`src/rtl/axi4_rd_mem_slave_if.sv`:
```
// AXI4 read-channel pair (AR + R) shared by the DMA read engine and the memory slave.
interface AXI4ReadIntf #(
    parameter int DATA_WIDTH = 64,
    parameter int ID_WIDTH   = 4,
    parameter int ADDR_WIDTH = 32
);
    typedef struct packed {
        logic [ID_WIDTH-1:0]   id;
        logic [ADDR_WIDTH-1:0] addr;
        logic [7:0]            len;
        logic [2:0]            size;
        logic [1:0]            burst;
    } RdAddrT;

    typedef struct packed {
        logic [ID_WIDTH-1:0]   id;
        logic [DATA_WIDTH-1:0] data;
        logic [1:0]            resp;
        logic                  last;
    } RdDataT;

    RdAddrT RdAddrPayload;
    logic   RdAddrValid;
    logic   RdAddrReady;
    RdDataT RdDataPayload;
    logic   RdDataValid;
    logic   RdDataReady;

    modport Master (
        output RdAddrPayload, RdAddrValid, RdDataReady,
        input  RdAddrReady, RdDataPayload, RdDataValid
    );

    modport Slave (
        input  RdAddrPayload, RdAddrValid, RdDataReady,
        output RdAddrReady, RdDataPayload, RdDataValid
    );
endinterface

```
`src/rtl/axi4_rd_mem_slave.sv`:
```
// AXI4 read slave serving one burst at a time from a 1-cycle-latency SRAM,
// with a 2-entry output buffer so R beats stream at full rate under backpressure.
module axi4_rd_mem_slave #(
    parameter int DATA_WIDTH = 64,
    parameter int ID_WIDTH   = 4,
    parameter int MEM_AW     = 12,
    parameter int ADDR_WIDTH = 32
) (
    input  logic                  clk,
    input  logic                  rst,
    AXI4ReadIntf.Slave            axi,
    output logic                  MemRdEn,
    output logic [MEM_AW-1:0]     MemRdAddr,
    input  logic [DATA_WIDTH-1:0] MemRdData
);
    localparam int OFF = $clog2(DATA_WIDTH / 8);
    localparam int EW  = DATA_WIDTH + 3;
    localparam logic [ADDR_WIDTH-1:0] ONE = ADDR_WIDTH'(1);

    typedef enum logic {IDLE, BURST} stateT;

    stateT                 state, stateNext;
    logic                  rstDone;
    logic [ID_WIDTH-1:0]   burstId;
    logic [ADDR_WIDTH-1:0] curAddr;
    logic [7:0]            burstLen;
    logic [2:0]            burstSize;
    logic [1:0]            burstType;
    logic                  errFlag;
    logic [8:0]            remaining;
    logic                  inflight, inflightLast;
    logic [EW-1:0]         entry0, entry1;
    logic [1:0]            fifoCount;

    logic                  arReady, arFire, arErr;
    logic                  pop, push, issue, errPush, lastAccepted;
    logic [2:0]            occ;
    logic [EW-1:0]         pushEntry;
    logic [ADDR_WIDTH-1:0] beatBytes, incrNext, wrapSpan, wrapBase, wrapNext, addrNext;
    logic [2:0]            wrapLog;

    assign axi.RdAddrReady   = arReady;
    assign axi.RdDataValid   = (fifoCount != 2'd0);
    assign axi.RdDataPayload = {burstId, entry0};
    assign MemRdAddr         = curAddr[OFF+MEM_AW-1:OFF];

    assign arFire       = axi.RdAddrValid && arReady;
    assign pop          = axi.RdDataValid && axi.RdDataReady;
    assign lastAccepted = pop && entry0[0];

    // Reads in flight count against buffer space, but a beat leaving this cycle frees its slot.
    assign occ     = 3'(fifoCount) + {2'b00, inflight} - {2'b00, pop};
    assign issue   = (state == BURST) && (remaining != 9'd0) && (occ < 3'd2);
    assign MemRdEn = issue && !errFlag;
    assign errPush = issue && errFlag;
    assign push    = inflight || errPush;

    always_comb begin
        pushEntry = {MemRdData, 2'b00, inflightLast};
        if (errPush) begin
            pushEntry = {{DATA_WIDTH{1'b0}}, 2'b10, (remaining == 9'd1)};
        end
    end

    always_comb begin
        arErr = 1'b0;
        if (axi.RdAddrPayload.size > 3'(OFF)) begin
            arErr = 1'b1;
        end
        if (axi.RdAddrPayload.burst == 2'b11) begin
            arErr = 1'b1;
        end
        if (axi.RdAddrPayload.burst == 2'b10 &&
            !(axi.RdAddrPayload.len == 8'd1 || axi.RdAddrPayload.len == 8'd3 ||
              axi.RdAddrPayload.len == 8'd7 || axi.RdAddrPayload.len == 8'd15)) begin
            arErr = 1'b1;
        end
    end

    // Wrap span is (len+1)*B; len is restricted to 2^n-1, so it becomes a shift.
    always_comb begin
        beatBytes = ONE << burstSize;
        wrapLog   = 3'd0;
        case (burstLen)
            8'd1:    wrapLog = 3'd1;
            8'd3:    wrapLog = 3'd2;
            8'd7:    wrapLog = 3'd3;
            8'd15:   wrapLog = 3'd4;
            default: wrapLog = 3'd0;
        endcase
        incrNext = (curAddr & ~(beatBytes - ONE)) + beatBytes;
        wrapSpan = beatBytes << wrapLog;
        wrapBase = curAddr & ~(wrapSpan - ONE);
        wrapNext = wrapBase + ((curAddr + beatBytes - wrapBase) & (wrapSpan - ONE));
        case (burstType)
            2'b01:   addrNext = incrNext;
            2'b10:   addrNext = wrapNext;
            default: addrNext = curAddr;
        endcase
    end

    always_comb begin
        stateNext = state;
        arReady   = 1'b0;
        case (state)
            IDLE: begin
                arReady = rstDone;
                if (axi.RdAddrValid && rstDone) begin
                    stateNext = BURST;
                end
            end
            BURST: begin
                if (lastAccepted) begin
                    stateNext = IDLE;
                end
            end
            default: stateNext = IDLE;
        endcase
    end

    always_ff @(posedge clk) begin
        if (rst) begin
            state <= IDLE;
        end else begin
            state <= stateNext;
        end
    end

    always_ff @(posedge clk) begin
        if (rst) begin
            rstDone      <= 1'b0;
            burstId      <= '0;
            curAddr      <= '0;
            burstLen     <= '0;
            burstSize    <= '0;
            burstType    <= '0;
            errFlag      <= 1'b0;
            remaining    <= '0;
            inflight     <= 1'b0;
            inflightLast <= 1'b0;
            entry0       <= '0;
            entry1       <= '0;
            fifoCount    <= '0;
        end else begin
            rstDone      <= 1'b1;
            inflight     <= MemRdEn;
            inflightLast <= (remaining == 9'd1);
            if (arFire) begin
                burstId   <= axi.RdAddrPayload.id;
                curAddr   <= axi.RdAddrPayload.addr;
                burstLen  <= axi.RdAddrPayload.len;
                burstSize <= axi.RdAddrPayload.size;
                burstType <= axi.RdAddrPayload.burst;
                errFlag   <= arErr;
                remaining <= {1'b0, axi.RdAddrPayload.len} + 9'd1;
            end
            if (issue) begin
                remaining <= remaining - 9'd1;
                curAddr   <= addrNext;
            end
            // Entry 0 is always the presented head; entry 1 is the skid slot.
            case ({push, pop})
                2'b10: begin
                    if (fifoCount == 2'd0) begin
                        entry0 <= pushEntry;
                    end else begin
                        entry1 <= pushEntry;
                    end
                    fifoCount <= fifoCount + 2'd1;
                end
                2'b01: begin
                    entry0    <= entry1;
                    fifoCount <= fifoCount - 2'd1;
                end
                2'b11: begin
                    if (fifoCount == 2'd1) begin
                        entry0 <= pushEntry;
                    end else begin
                        entry0 <= entry1;
                        entry1 <= pushEntry;
                    end
                end
                default: ;
            endcase
        end
    end
endmodule

```
`src/flat_wrapper.sv`:
```
// flat-port wrapper written by rule: the top's interface ports become plain ports
module axi4_rd_mem_slave_flat 
#(
    parameter int DATA_WIDTH = 64,
    parameter int ID_WIDTH   = 4,
    parameter int MEM_AW     = 12,
    parameter int ADDR_WIDTH = 32
)
  (clk, rst, MemRdEn, MemRdAddr, MemRdData, axi_RdAddrPayload, axi_RdAddrValid, axi_RdDataReady, axi_RdAddrReady, axi_RdDataPayload, axi_RdDataValid);
  AXI4ReadIntf #(.DATA_WIDTH(DATA_WIDTH), .ID_WIDTH(ID_WIDTH), .ADDR_WIDTH(ADDR_WIDTH)) axi_i ();
  input  logic clk;
  input  logic rst;
  output logic MemRdEn;
  output logic [MEM_AW-1:0] MemRdAddr;
  input  logic [DATA_WIDTH-1:0] MemRdData;
  input wire logic [$bits(axi_i.RdAddrPayload)-1:0] axi_RdAddrPayload;
  input wire logic [$bits(axi_i.RdAddrValid)-1:0] axi_RdAddrValid;
  input wire logic [$bits(axi_i.RdDataReady)-1:0] axi_RdDataReady;
  output wire logic [$bits(axi_i.RdAddrReady)-1:0] axi_RdAddrReady;
  output wire logic [$bits(axi_i.RdDataPayload)-1:0] axi_RdDataPayload;
  output wire logic [$bits(axi_i.RdDataValid)-1:0] axi_RdDataValid;
  assign axi_i.RdAddrPayload = axi_RdAddrPayload;
  assign axi_i.RdAddrValid = axi_RdAddrValid;
  assign axi_i.RdDataReady = axi_RdDataReady;
  assign axi_RdAddrReady = axi_i.RdAddrReady;
  assign axi_RdDataPayload = axi_i.RdDataPayload;
  assign axi_RdDataValid = axi_i.RdDataValid;
  axi4_rd_mem_slave #(.DATA_WIDTH(DATA_WIDTH), .ID_WIDTH(ID_WIDTH), .MEM_AW(MEM_AW), .ADDR_WIDTH(ADDR_WIDTH)) u_core (.clk(clk), .rst(rst), .axi(axi_i), .MemRdEn(MemRdEn), .MemRdAddr(MemRdAddr), .MemRdData(MemRdData));
endmodule
```
`config.mk`:
```
export PLATFORM = sky130hd
export DESIGN_NAME = axi4_rd_mem_slave_flat
export DESIGN_NICKNAME = d
export VERILOG_FILES = /design/src/rtl/axi4_rd_mem_slave_if.sv /design/src/rtl/axi4_rd_mem_slave.sv /design/src/flat_wrapper.sv
export SDC_FILE = /design/constraint.sdc
export NUM_CORES = 1
export LEC_CHECK = 0
export ABC_AREA = 0
export CAP_MARGIN = 20
export CORE_MARGIN = 2
export CORE_UTILIZATION = 46
export CTS_CLUSTER_DIAMETER = 100
export DETAILED_ROUTE_END_ITERATION = 7
export GPL_TIMING_DRIVEN = 0
export PLACE_DENSITY = 0.76
export REMOVE_ABC_BUFFERS = 1
export SYNTH_ARGS = -nofsm -noshare
export SYNTH_HDL_FRONTEND = slang
export SYNTH_SLANG_ARGS = --single-unit
```
`constraint.sdc`:
```
create_clock -name clk -period 8.28 [get_ports clk]
set_clock_uncertainty 0.2 [all_clocks]
set_input_delay 1.242 -clock clk [delete_from_list [all_inputs] [get_ports clk]]
set_output_delay 1.242 -clock clk [all_outputs]
set_load 0.01 [all_outputs]
```
==> Word level (Yosys, flattened, before mapping) <==
Index checks and enable logic that the tools add are counted.
{ "classes": {"add_sub_neg": 12, "order_cmp": 2, "eq_ne": 21, "n_shift": 2, "muxes": 22, "bitwise": 6, "n_reduce_logical": 25} }
{ "op_table": {"columns": ["op", "count"], "rows": [
  ["$mux 67", 5],
  ["$pmux 67 s3", 1],
  ["$pmux 67 s2", 1],
  ["$add 32x32->32", 3],
  ["$and 32x32->32", 3],
  ["$mux 32", 2],
  ["$not 32->32", 2],
  ["$pmux 32 s2", 1],
  ["$sub 32x1->32 const B", 2],
  ["$shl 1x3->32 const A", 1],
  ["$shl 32x3->32", 1],
  ["$sub 32x32->32", 1],
  ["$mux 9", 2],
  ["$eq 8x1->1 const B", 2],
  ["$eq 8x2->1 const B", 2],
  ["$eq 8x3->1 const B", 2],
  ["$eq 8x4->1 const B", 2],
  ["$pmux 3 s4", 1],
  ["$eq 2x2->1 const B", 5],
  ["$add 8x1->9 const B", 1],
  ["$eq 9x1->1 const B", 1],
  ["$logic_and 1x1->1", 9],
  ["$reduce_bool 9->1", 1],
  ["$sub 9x1->9 const B", 1],
  ["21 further kinds", 38]
]} }
{ "totals": {"ff_bits": 199} }

==> Longest topological paths before layout <==
{ "depth": {"depth_word": 11, "ltp_mapped": 27} }

==> Worst setup path before layout <==
Ideal clock, no wire load.
{ "synth_path": {"kind": "reg2reg", "startpoint": "register u_core.burstSize[0]", "endpoint": "register u_core.curAddr[14]", "arrival_ns": 5.535, "required_time_ns": 7.949, "path_slack_ns": 2.414, "stages_incl_launch_ff": 23, "n_path_buf": 4, "synth_period_minus_slack_ns": 5.866, "cell_sequence": "dfxtp_1 clkbuf_1 buf_1 clkbuf_1 clkbuf_1 nor3_1 a32oi_1 o21ai_0 nand2_1 ha_1 and2_1 fa_1 inv_1 fa_1 a211oi_1 o21bai_1 o41ai_1 xnor2_1 a2111o_1 o41ai_2 xnor2_1 a2111oi_2 a211oi_1"} }
{ "synth_between": {"elab_chain_cells": 10} }
{ "synth_rtl": {"columns": ["item", "line_no", "rtl"], "rows": [
  ["from (decl)", "axi4_rd_mem_slave.sv:27", "logic [2:0] burstSize;"],
  ["from (signal assigned)", "axi4_rd_mem_slave.sv:152", "burstSize <= axi.RdAddrPayload.size;"],
  ["$shl 1x3->32 *", "axi4_rd_mem_slave.sv:82", "beatBytes = ONE << burstSize;"],
  ["$shl 32x3->32", "axi4_rd_mem_slave.sv:92", "wrapSpan = beatBytes << wrapLog;"],
  ["$sub 32x1->32", "axi4_rd_mem_slave.sv:93, axi4_rd_mem_slave.sv:94", null],
  ["$not 32->32", "axi4_rd_mem_slave.sv:93", "wrapBase = curAddr & ~(wrapSpan - ONE);"],
  ["$and 32x32->32", "axi4_rd_mem_slave.sv:93", null],
  ["$sub 32x32->32", "axi4_rd_mem_slave.sv:94", "wrapNext = wrapBase + ((curAddr + beatBytes - wrapBase) & (wrapSpan - ONE));"],
  ["$and 32x32->32", "axi4_rd_mem_slave.sv:94", null],
  ["$add 32x32->32", "axi4_rd_mem_slave.sv:94", null],
  ["$pmux 32 s2 *", "axi4_rd_mem_slave.sv:95", "case (burstType)"],
  ["$mux 32 *", "axi4_rd_mem_slave.sv:157", "if (issue) begin"],
  ["to (signal assigned)", "axi4_rd_mem_slave.sv:150", "curAddr <= axi.RdAddrPayload.addr;"],
  ["to (signal assigned)", "axi4_rd_mem_slave.sv:159", "curAddr <= addrNext;"],
  ["to (decl)", "axi4_rd_mem_slave.sv:25", "logic [ADDR_WIDTH-1:0] curAddr;"]
]} }
Every way passes the cells marked *; elsewhere a longest branch is shown, timed or not.
A chain may end at the register's enable or synchronous reset.

==> Final worst setup path <==
{ "layout_path": {"startpoint": "register u_core.burstSize[2]", "endpoint": "register u_core.curAddr[14]"} }
Same word-level chain as after synthesis.

==> impl_metrics.csv <==
group,metric,value,unit
floorplan,coreArea,20960,sq um
power,p_per_area,272.6,nW/um^2
power,leakagePower,0.004525,uW
critical_path,critPathMaxStageDelay,0.61,ns
floorplan,die_h,149.7,um
synth,synth_top_family_by_area,"compound AO/OA/AOI/OAI gates",
power,power,3411,uW
synth,synth_seq_area_share,36.89,%
synth,syn_area,9769,sq um
synth,syn_inst,1225,
critical_path,critPathKind,"flop to flop",
clock_network,clkTransAtPathRegs,0.08,ns
critical_path,cp.required,8.39,ns
synth,yosysMostFrequentCell,"nor2_1",
synth,yosysTopAreaCellShare,36.89,%
final_layout,diodes,0,
final_layout,finish.utilization,59.72,%
timing,setup_viol,0,
placement,post-place-ws,1.872,ns
clock_network,post-cts-setup-buffers,0,
timing,finalHoldViolations,0,
grt,antenna_found_initial,0,
final_layout,final-seq-area,3603,sq um
clock_network,cts_tree,"built",
detailed_routing,wl_per_cell,17.22,um
synth,yosys-top-cells-count,"189 x nor2_1, 180 x dfxtp_1, 96 x nand2_1, 85 x clkbuf_1, 82 x nor3_1",
min_path,min_path_type,"flop to flop",
timing,drv_slew,0,
grt,grt_pass1_vias,9011,
clock_network,cts_sinks,180,
status,status,"completed",
timing,tightest_slew,0.9249,ns
floorplan,dieArea,22420,sq um
synth,post_synth_num_cell_types,64,
clock_network,htree_levels,4,
detailed_routing,drtIter0Drc,883,
grt,grt_use_total,25.04,%
floorplan,row_count,53,
clock_network,ctsLongestPathBuffers,2,
detailed_routing,drc_errors,0,
grt,grt_pass1_wl,45.46,mm
timing,fin_ws,2.063,ns
detailed_routing,drt_wl_total,28.14,mm
final_layout,syn_to_final_growth,28.10,%
critical_path,slowest_stage,"dfxtp_1",
synth,synthSimpleGateAreaFrac,20.71,%
floorplan,ios,203,
synth,async_flop_share,0,%
placement,io_buffers,184,
critical_path,arrival,6.33,ns
final_layout,multi_input_area,5595,sq um
synth,synth_compound_area_share,24.09,%
placement,gp_congestion,0.8862,
synth,synthAdderAreaFrac,6.019,%
detailed_routing,vias_per_cell,5.862,
clock_network,cts_made_buffers,17,
clock_network,clockRootBuffer,"clkbuf_16",
timing,fin_crit,6.217,ns
final_layout,final_nets,1504,
synth,synthXorXnorAreaFrac,4.022,%
synth,synth.area.top_cells,"dfxtp_1 37%, nor2_1 7.3%, a221oi_1 6.2%",
critical_path,path_delay_family,"compound AO/OA/AOI/OAI gates",
clock_network,insertion_delay,0.44,ns
floorplan,start_util,46.62,%
detailed_routing,drt_pass1_iterations,6,
job,cap_violations,0,
clock_network,hold_buffers,0,
final_layout,nFillCells,1868,
synth,synth_ff_type,"dfxtp_1",
clock_network,post_cts_resized,0,
timing,period_share,75.08,%
placement,hpwl,18.82,mm
timing,rsz0062_at_grt,"no",
grt,grt_max_degree,120,
synth,ys_ff_latch,180,
critical_path,start_kind,"flop",
floorplan,die_w,149.7,um
detailed_routing,drt.antenna.violating_nets,0,
synth,yosys.area.top_type,"dfxtp_1",
detailed_routing,vias,9578,
timing,max-slew-margin-rel,38.26,%
power,vdd_drop_max,0.1787,mV
final_layout,drive_above_1_share,5.445,%
critical_path,crit_chain,"or2_2 > nor2_1 > o21a_1 > inv_1 > ha_1 > and2_1 > fa_1 > inv_1 > fa_1 > a211oi_1 > o21bai_1 > o41ai_1 > xnor2_1 > a2111o_1 > o41ai_2 > xnor2_1 > a2111oi_2 > a211oi_1",
critical_path,crit_fanout,26,
grt,grt_overflow,0,
critical_path,end_kind,"flop",
synth,syn_avg_cell_area,7.975,sq um
timing,timing.fmax,160.9,MHz
synth,yosys_warnings,0,
synth,synth.area.mux_share,1.550,%
critical_path,cp.buffers_inverters,2,
synth,synth_edf_count,0,
-- stage by stage --
stage	area (sq um)	hold slack, ns	cells	setup TNS, ns
6_report	12510	0.2539	1634	0
5_1_grt	12510	0.2935	1634	0
4_1_cts	12440	0.2562	1631	0
3_5_place_dp	11870	0.2462	1599	0
3_3_place_gp	11510	0.2421	1580	-673.69
2_1_floorplan	9326	0.2303	1121	-9.508
-- cell type report --
| cell class | count | area share (%) |
|---|---|---|
| multi-input cells | 891 | 44.71 |
| flip-flops and latches | 180 | 28.79 |
| repair buffers | 206 | 17.69 |
| clock buffers | 17 | 3.399 |
| well taps | 275 | 2.749 |
| inverters | 50 | 1.500 |
| clock inverters | 15 | 1.160 |
-- cells in the final DEF, fill, tap and decap left out, types with 10 or more instances in the layout --
cell type / instances
nor2b_1: 12
xnor2_1: 29
nor2_1: 187
clkdlybuf4s50_1: 183
dfxtp_1: 180
a211oi_1: 11
inv_1: 49
a31oi_1: 10
a221oi_1: 69
a21oi_1: 73
ha_1: 31
nor3_1: 82
o21ai_0: 31
fa_1: 10
mux2i_1: 14
nand3_1: 21
xor2_1: 14
a21o_1: 12
clkbuf_16: 17
nand2_1: 96
a22oi_1: 67
-- layer usage --
metal	part of all wire, %	global-route usage [%]
met5	0	0
met4	1.6	7.264
met3	9.3	9.268
met2	47	40.96
met1	42	30.93
-- power breakdown --
group / total [uW] / internal [uW] / switching (uW)
clock network: 801 / 398 / 403
registers: 1160 / 1050 / 117
logic: 1450 / 677 / 771
total: 3410 / 2120 / 1290
-- state kept, by name (all words and copies together) (netlist names) --
register             cells
u_core.burstId           4
u_core.burstLen          8
u_core.burstSize         3
u_core.burstType         2
u_core.curAddr          15
u_core.entry0           66
u_core.entry1           66
u_core.errFlag           1
u_core.fifoCount         2
u_core.inflight          1
u_core.inflightLast      1
u_core.remaining         9
u_core.rstDone           1
u_core.state             1
-- kinds of logic after synthesis --
kind of cell    after synthesis
xor+xnor                     44
buf+inv                     159
mux                          15
compound gates              330
fa+ha+maj                    41
other cells                   2
flops                       180
simple gates                454
-- worst min-delay path, cell delays in order, from the launching register on --
cell	delay [ns]
dfxtp_1	0.31
nand2_1	0.05
a21oi_1	0.05
-- path summary, 6_finish.rpt --
| kind | startpoint | end | slack (ns) | cells after the start |
|---|---|---|---|---|
| setup reg to reg | u_core.burstSize[2] | u_core.curAddr[14] | 2.06 | 18 |
| hold reg to reg | u_core.burstId[3] | u_core.burstId[3] | 0.25 | 2 |
| setup / recovery | u_core.burstSize[2] | u_core.curAddr[14] | 2.06 | 18 |
| hold / removal | u_core.burstId[3] | u_core.burstId[3] | 0.25 | 2 |
(Power assumes the default switching activity.)
